File: src/rtl/updown_mod_counter.sv
// Modulo up/down counter with trig start/stop, synchronous preload, wrap or saturate ends, and a tc pulse.
// Latency: all outputs registered, one cycle; no backpressure, one step per clock while running.
module updown_mod_counter #(
    parameter int WIDTH    = 6,
    parameter int MODULUS  = 21,
    parameter int SATURATE = 0
) (
    input  logic             clk,
    input  logic             reset,
    input  logic             ctrl,
    input  logic             trig,
    input  logic             load,
    input  logic [WIDTH-1:0] load_val,
    output logic [WIDTH-1:0] count,
    output logic             running,
    output logic             tc
);

    typedef enum logic {
        STOPPED = 1'b0,
        RUNNING = 1'b1
    } state_t;

    localparam logic [WIDTH-1:0] TOP = WIDTH'(MODULUS - 1);

    state_t           state;
    state_t           state_next;
    logic             trig_q;
    logic             trig_edge;
    logic             step;
    logic             terminal;
    logic [WIDTH-1:0] count_next;
    logic             tc_next;

    always_ff @(posedge clk or negedge reset) begin
        if (!reset) begin
            trig_q <= 1'b0;
            state  <= STOPPED;
            count  <= '0;
            tc     <= 1'b0;
        end else begin
            trig_q <= trig;
            state  <= state_next;
            count  <= count_next;
            tc     <= tc_next;
        end
    end

    always_comb begin
        state_next = state;
        count_next = count;
        tc_next    = 1'b0;
        trig_edge  = trig & ~trig_q;
        // Range ends are the modulus limits, not the natural 2^WIDTH rollover.
        terminal   = ctrl ? (count == '0) : (count == TOP);
        step       = (state == RUNNING) && !load && !trig_edge;

        if (trig_edge) begin
            state_next = (state == RUNNING) ? STOPPED : RUNNING;
        end

        if (load) begin
            count_next = (load_val > TOP) ? TOP : load_val;
        end else if (step) begin
            if (terminal) begin
                tc_next = 1'b1;
                if (SATURATE != 0) begin
                    state_next = STOPPED;
                end else begin
                    count_next = ctrl ? TOP : '0;
                end
            end else begin
                count_next = ctrl ? (count - WIDTH'(1)) : (count + WIDTH'(1));
            end
        end
    end

    assign running = (state == RUNNING);

endmodule

File: config.mk
export PLATFORM = sky130hd
export DESIGN_NAME = updown_mod_counter
export DESIGN_NICKNAME = d
export VERILOG_FILES = /design/src/rtl/updown_mod_counter.sv
export SDC_FILE = /design/constraint.sdc
export NUM_CORES = 1
export LEC_CHECK = 0
export ABC_AREA = 1
export BUFFER_PORTS_ARGS = -buffer_cell sky130_fd_sc_hd__buf_2
export CAP_MARGIN = 30
export CORE_MARGIN = 3
export CORE_UTILIZATION = 50
export DETAILED_ROUTE_END_ITERATION = 10
export PLACE_DENSITY = 0.81
export SYNTH_ARGS = -nofsm -noshare
export SYNTH_HDL_FRONTEND = slang
export SYNTH_SLANG_ARGS = --single-unit
File: constraint.sdc
create_clock -name clk -period 1.9 [get_ports clk]
set_input_delay 0.38 -clock clk [delete_from_list [all_inputs] [get_ports clk]]
set_output_delay 0.38 -clock clk [all_outputs]
set_load 0.01 [all_outputs]
==> flow_summary.yaml, run 1 <==
clocking:
  cts.sinks: 9
  cts_resized: 0
  numCtsBuffers: 3
  cts.htree.levels: 1
  cts_setup_buffers: 0
  cts_tree: "yes"
  cts-root-buf: "clkbuf_4"
  hold_buffers: 1
  clockBufferDepth: 2
  clock_latency_ps: 260
  clk_pin_slew_ps: 60
floorplanning:
  ios: 19
  start_util_pct: 54.8
  die_h_um: 44.2
  core_um2: 1330
  num_rows: 13
  die-area_um2: 1960
  die_x_um: 44.2
critical_path:
  path_cells: "inv_2 -> fa_1 -> inv_1 -> nand3_1 -> nand2_1 -> xor2_1 -> nand2_1 -> nand3b_1"
  critPathSlowestCell: "dfrtp_1"
  crit_top_cell: "nand2_1"
  critPathTopFamily: "flip-flops"
  critPathLaunch: "count[0]"
  crit_path_end_kind: "register"
  rr_worst_depth: 8
  worst-endpoint-arrival_ps: 1740
  cp.depth: 8
  max_stage_delay_ps: 470
  worstSetupPathType: "register to register"
  critPathMaxFanout: 6
  r2r_start: "count[0]"
  critical_path.endpoint: "count[4]"
  cp-start-kind: "register"
  cp.required_ps: 2090
  worst-path-buf-inv: 2
  r2r_slack_ps: 340
  reg2reg_to: "count[4]"
placement:
  routabilityCongestion: 0.822
  post-place-cells: 140
  io_buffers: 18
  placed_cell_area_um2: 840
  place_hpwl_um: 1370
  dp_slack_ps: 218
yosys:
  synth.largest_area_cell: "dfrtp_1"
  synth_common_cells: "nand2_1, inv_1, nand3_1, nor2_1, dfrtp_1"
  synth_top_cell_area_share_pct: 30.8
  yosysWarnings: 0
  synth_edf_count: 0
  syn_area_um2: 731
  synth-seq-area-share_pct: 30.8
  synth_ff_type: "dfrtp_1"
  synth_area_leaders: "dfrtp_1, nand2_1, ha_1, nand3_1, inv_1"
  syn_area_per_cell_um2: 6.83
  synth_most_common_cell: "nand2_1"
  ys_seq_elements: 9
  synthArstFlopShare_pct: 100
  synthCells: 107
  synth_cell_types: 21
  synth_fp_nets: 123
routing:
  vias: 733
  ant_nets: 0
  vias_per_cell: 5.06
  wl_um: 1680
  drt_pre_antenna_iters: 4
  drt-initial-drc-count: 23
  post-route-drc-count: 0
  wl_per_cell_um: 11.6
power_and_ir_drop:
  p_int_mw: 0.615
  p_switching_mw: 0.559
  p_leak_nw: 0.519
  peakVddDrop_mv: 0.523
  pwr-share-comb_pct: 56.1
  power_mw: 1.17
  p_clk_share_pct: 12.3
  power.density_nw_per_um2: 1340
  seq_power_share_pct: 31.6
  swShare_pct: 47.6
sta:
  setup_slack_ps: 345
  worst_pin_slew_ps: 241
  clock.fmax_mhz: 643
  slew_violations: 0
  hold_violations: 0
  rsz0062_at_grt: "false"
  relSlewSlack_pct: 83.9
  finClkSkew_ps: 3.96
  finalSetupTns_ps: 0
  fin_crit_sh_pct: 81.9
  setup_viol: 0
  min_period_ps: 1560
final_layout:
  num-fill-cells: 140
  finalNonFillerCells: 145
  drive_gt1_share_pct: 26.9
  antenna_cells: 0
  final_nets: 147
  area_growth_pct: 20.0
  final_cell_area_um2: 877
global_route:
  grt_max_degree: 10
  antenna_found_initial: 0
  grt_pass1_wl_um: 2950
  grt_overflow_total: 0
  grt_usage_pct: 20.6
  grt_pass1_vias: 708
min_path:
  hold_class: "input port to register"
job:
  cap_violations: 0
outcome:
  status: "completed"
## sequential cells by signal, summed over array words and instances, names as in the netlist
signal,flops
trig_q,1
running,1
tc,1
count,6
## through the flow
step | util (%) | hold WS (ps)
floorplan | - | 84.4
global placement | 62.9 | 236
detailed placement | 62.9 | 241
CTS | 65.8 | 230
global route | 65.8 | 232
finish | 65.8 | 237
## logic make-up after synthesis
group	Yosys count	synth area share (%)
compound gates	6	4.45
simple gates	66	42.3
xor+xnor	3	3.60
flops	9	30.8
buf+inv	18	9.25
fa+ha+maj	5	9.59
## power by group through the flow
stage | clock (mW) | combinational [mW] | sequential, mW
global placement | 0 | 0.639 | 0.368
CTS | 0.150 | 0.660 | 0.370
finish | 0.145 | 0.658 | 0.372
detailed placement | 0 | 0.654 | 0.373
global route | 0.157 | 0.755 | 0.382
floorplan | 0 | 0.444 | 0.384
## layout make-up
cell class                      count  area (um^2)  share of cell area [%]
Multi-Input combinational cell     80          438                    49.9
Sequential cell                     9          225                    25.7
Timing Repair Buffer               19          100                    11.4
Inverter                           18         67.6                    7.70
Clock buffer                        3         22.5                    2.57
Tap cell                           15         18.8                    2.14
Clock inverter                      1         5.00                   0.571
## per-layer routing
metal  track usage [%]  share of wire [%]  vias up
li1                  -                  -      384
met1              25.2                 45      318
met2              33.4                 47       29
met3              4.07                5.6        2
met4              11.4                1.3        0
met5                 0                  0        -
## layout by cell type, fill, tap and decap left out
cell,Yosys,final
a21oi_1,2,2
buf_2,0,18
clkbuf_4,0,3
clkinv_2,0,1
dfrtp_1,9,9
dlygate4sd3_1,0,1
fa_1,1,1
ha_1,4,4
inv_1,13,13
inv_2,5,5
nand2_1,31,31
nand2_2,3,3
nand3_1,10,10
nand3_2,1,1
nand3b_1,3,3
nand4_1,4,4
nor2_1,10,10
nor2_2,2,2
nor3_2,1,1
o21ai_0,2,2
o21ai_1,1,1
o21bai_1,1,1
or2_2,1,1
xnor2_1,2,2
xor2_1,1,1
## worst min-delay path by stage
stage          slack, ps  start       end  cells after the start
6_report             240   trig    trig_q                      1
5_1_grt              230   trig    trig_q                      1
3_5_place_dp         240  reset        tc                      1
4_1_cts              230   trig    trig_q                      1
3_3_place_gp         240  reset    trig_q                      1
2_1_floorplan         80  reset  count[0]                      0
Note: power is estimated with default switching activity, not from simulation.
==> inputs of run 2 (changes only) <==
==> constraint.sdc (replaced) <==
create_clock -name clk -period 1.6 [get_ports clk]
set_input_delay 0.32 -clock clk [delete_from_list [all_inputs] [get_ports clk]]
set_output_delay 0.32 -clock clk [all_outputs]
set_load 0.01 [all_outputs]
==> run 2 against run 1 <==
Via count grew 3.4%. Clock power increased by 23%. Combinational power increased by 36%. First-iteration DRC count fell by 30%. Critical path type unchanged. Maximum frequency up 3.5%. Critical endpoint unchanged. Largest cell class unchanged.
==> flow_summary.yaml, run 2 (synthesis results as in run 1) <==
outcome:
  status: "completed"
final_layout:
  num-fill-cells: 131
  area_growth_pct: 24.0
  final_nets: 151
  utilization_pct: 67.9
  final_cell_area_um2: 906
  layout_common_cells: "nand2_1, buf_2, inv_1"
  largest_reg_flops: 6
  layout_commonest_cell: "nand2_1"
  largest_register: "count"
  drive_gt1_share_pct: 28.4
  multi_input_area_um2: 438
  antenna_cells: 0
  seqCellArea_um2: 225
clocking:
  cts-root-buf: "clkbuf_4"
  cts_tree: "yes"
  cts_resized: 0
  clock_latency_ps: 270
  hold_buffers: 1
  numCtsBuffers: 3
  clockBufferDepth: 2
  cts.sinks: 9
  cts.htree.levels: 1
  cts_setup_buffers: 0
  clk_pin_slew_ps: 60
critical_path:
  r2r_slack_ps: 100
  crit_path_end_kind: "register"
  rr_worst_depth: 8
  reg2reg_to: "count[4]"
  worstSetupPathType: "register to register"
  worst-endpoint-arrival_ps: 1710
  cp-start-kind: "register"
  r2r_start: "count[1]"
  cp.required_ps: 1800
  critPathMaxFanout: 5
routing:
  ant_nets: 0
  wl_per_cell_um: 11.9
  wl_um: 1780
  drt_pre_antenna_iters: 5
  vias_per_cell: 5.09
  drt-initial-drc-count: 16
  vias: 758
  post-route-drc-count: 0
power_and_ir_drop:
  peakVddDrop_mv: 0.913
  power.density_nw_per_um2: 1630
  power_mw: 1.48
  p_leak_nw: 0.536
sta:
  setup_viol: 0
  finClkSkew_ps: 5.94
  slew_violations: 0
  relSlewSlack_pct: 86.2
  min_period_ps: 1500
  fin_crit_sh_pct: 93.9
  clock.fmax_mhz: 665
  rsz0062_at_grt: "false"
  finalSetupTns_ps: 0
  worst_pin_slew_ps: 206
  hold_violations: 0
min_path:
  min_from: "trig"
  hold_path_depth: 1
  hold_class: "input port to register"
  worstHoldEndpoint: "trig_q"
floorplanning:
  die_h_um: 44.2
  num_rows: 13
  die-area_um2: 1960
  core_um2: 1330
  ios: 19
  start_util_pct: 54.8
  die_x_um: 44.2
placement:
  io_buffers: 18
  routabilityCongestion: 0.843
  place_hpwl_um: 1410
  placed_cell_area_um2: 870
global_route:
  grt_pass1_wl_um: 3100
  grt_max_degree: 10
  grt_overflow_total: 0
  grt_usage_pct: 21.6
  antenna_found_initial: 0
  grt_pass1_vias: 733
job:
  cap_violations: 0
## run 2: cell type report
class	count	share of cell area, %
multi-input combinational	80	48.3
sequential	9	24.9
timing repair buffer	23	14.4
inverter	18	7.46
clock buffer	4	2.90
tap	15	2.07
## run 2: through the flow
stage | instances | hold WS, ps | setup WS, ps
2_1_floorplan | 107 | 24.4 | 159
3_3_place_gp | 144 | 179 | 67.8
3_5_place_dp | 144 | 180 | 29.7
4_1_cts | 149 | 172 | 119
5_1_grt | 149 | 167 | 10.7
6_report | 149 | 178 | 96.8
## run 2: worst max path at each step
stage	slack (ps)	depth (start not counted)	start	to
2_1_floorplan	160	8	count[0]	count[4]
4_1_cts	120	8	count[1]	count[4]
5_1_grt	10	8	count[1]	count[4]
3_3_place_gp	70	8	ctrl	count[5]
6_report	100	8	count[1]	count[4]
3_5_place_dp	30	9	ctrl	count[4]
## run 2: critical path, cell delays in order (launching register included)
cell,delay [ps]
dfrtp_1,440
inv_1,90
fa_1,370
inv_1,90
nand3_1,70
nand2_1,90
xor2_1,150
nand2_1,70
nand3b_1,80
## run 2: power breakdown
| part | switching, mW | total (mW) | leakage (nW) | internal [mW] |
|---|---|---|---|---|
| combinational | 0.518 | 0.895 | 0.410 | 0.377 |
| clock | 0.0829 | 0.179 | 0.0150 | 0.0963 |
| sequential | 0.0923 | 0.403 | 0.111 | 0.311 |
## run 2: layer usage
| layer | up-vias | track usage, % | routed length, um |
|---|---|---|---|
| li1 | 395 | - | - |
| met1 | 339 | 27.4 | 846 |
| met2 | 20 | 36.0 | 825 |
| met3 | 4 | 4.88 | 78 |
| met4 | 0 | 7.23 | 27 |
| met5 | - | 0 | 0 |
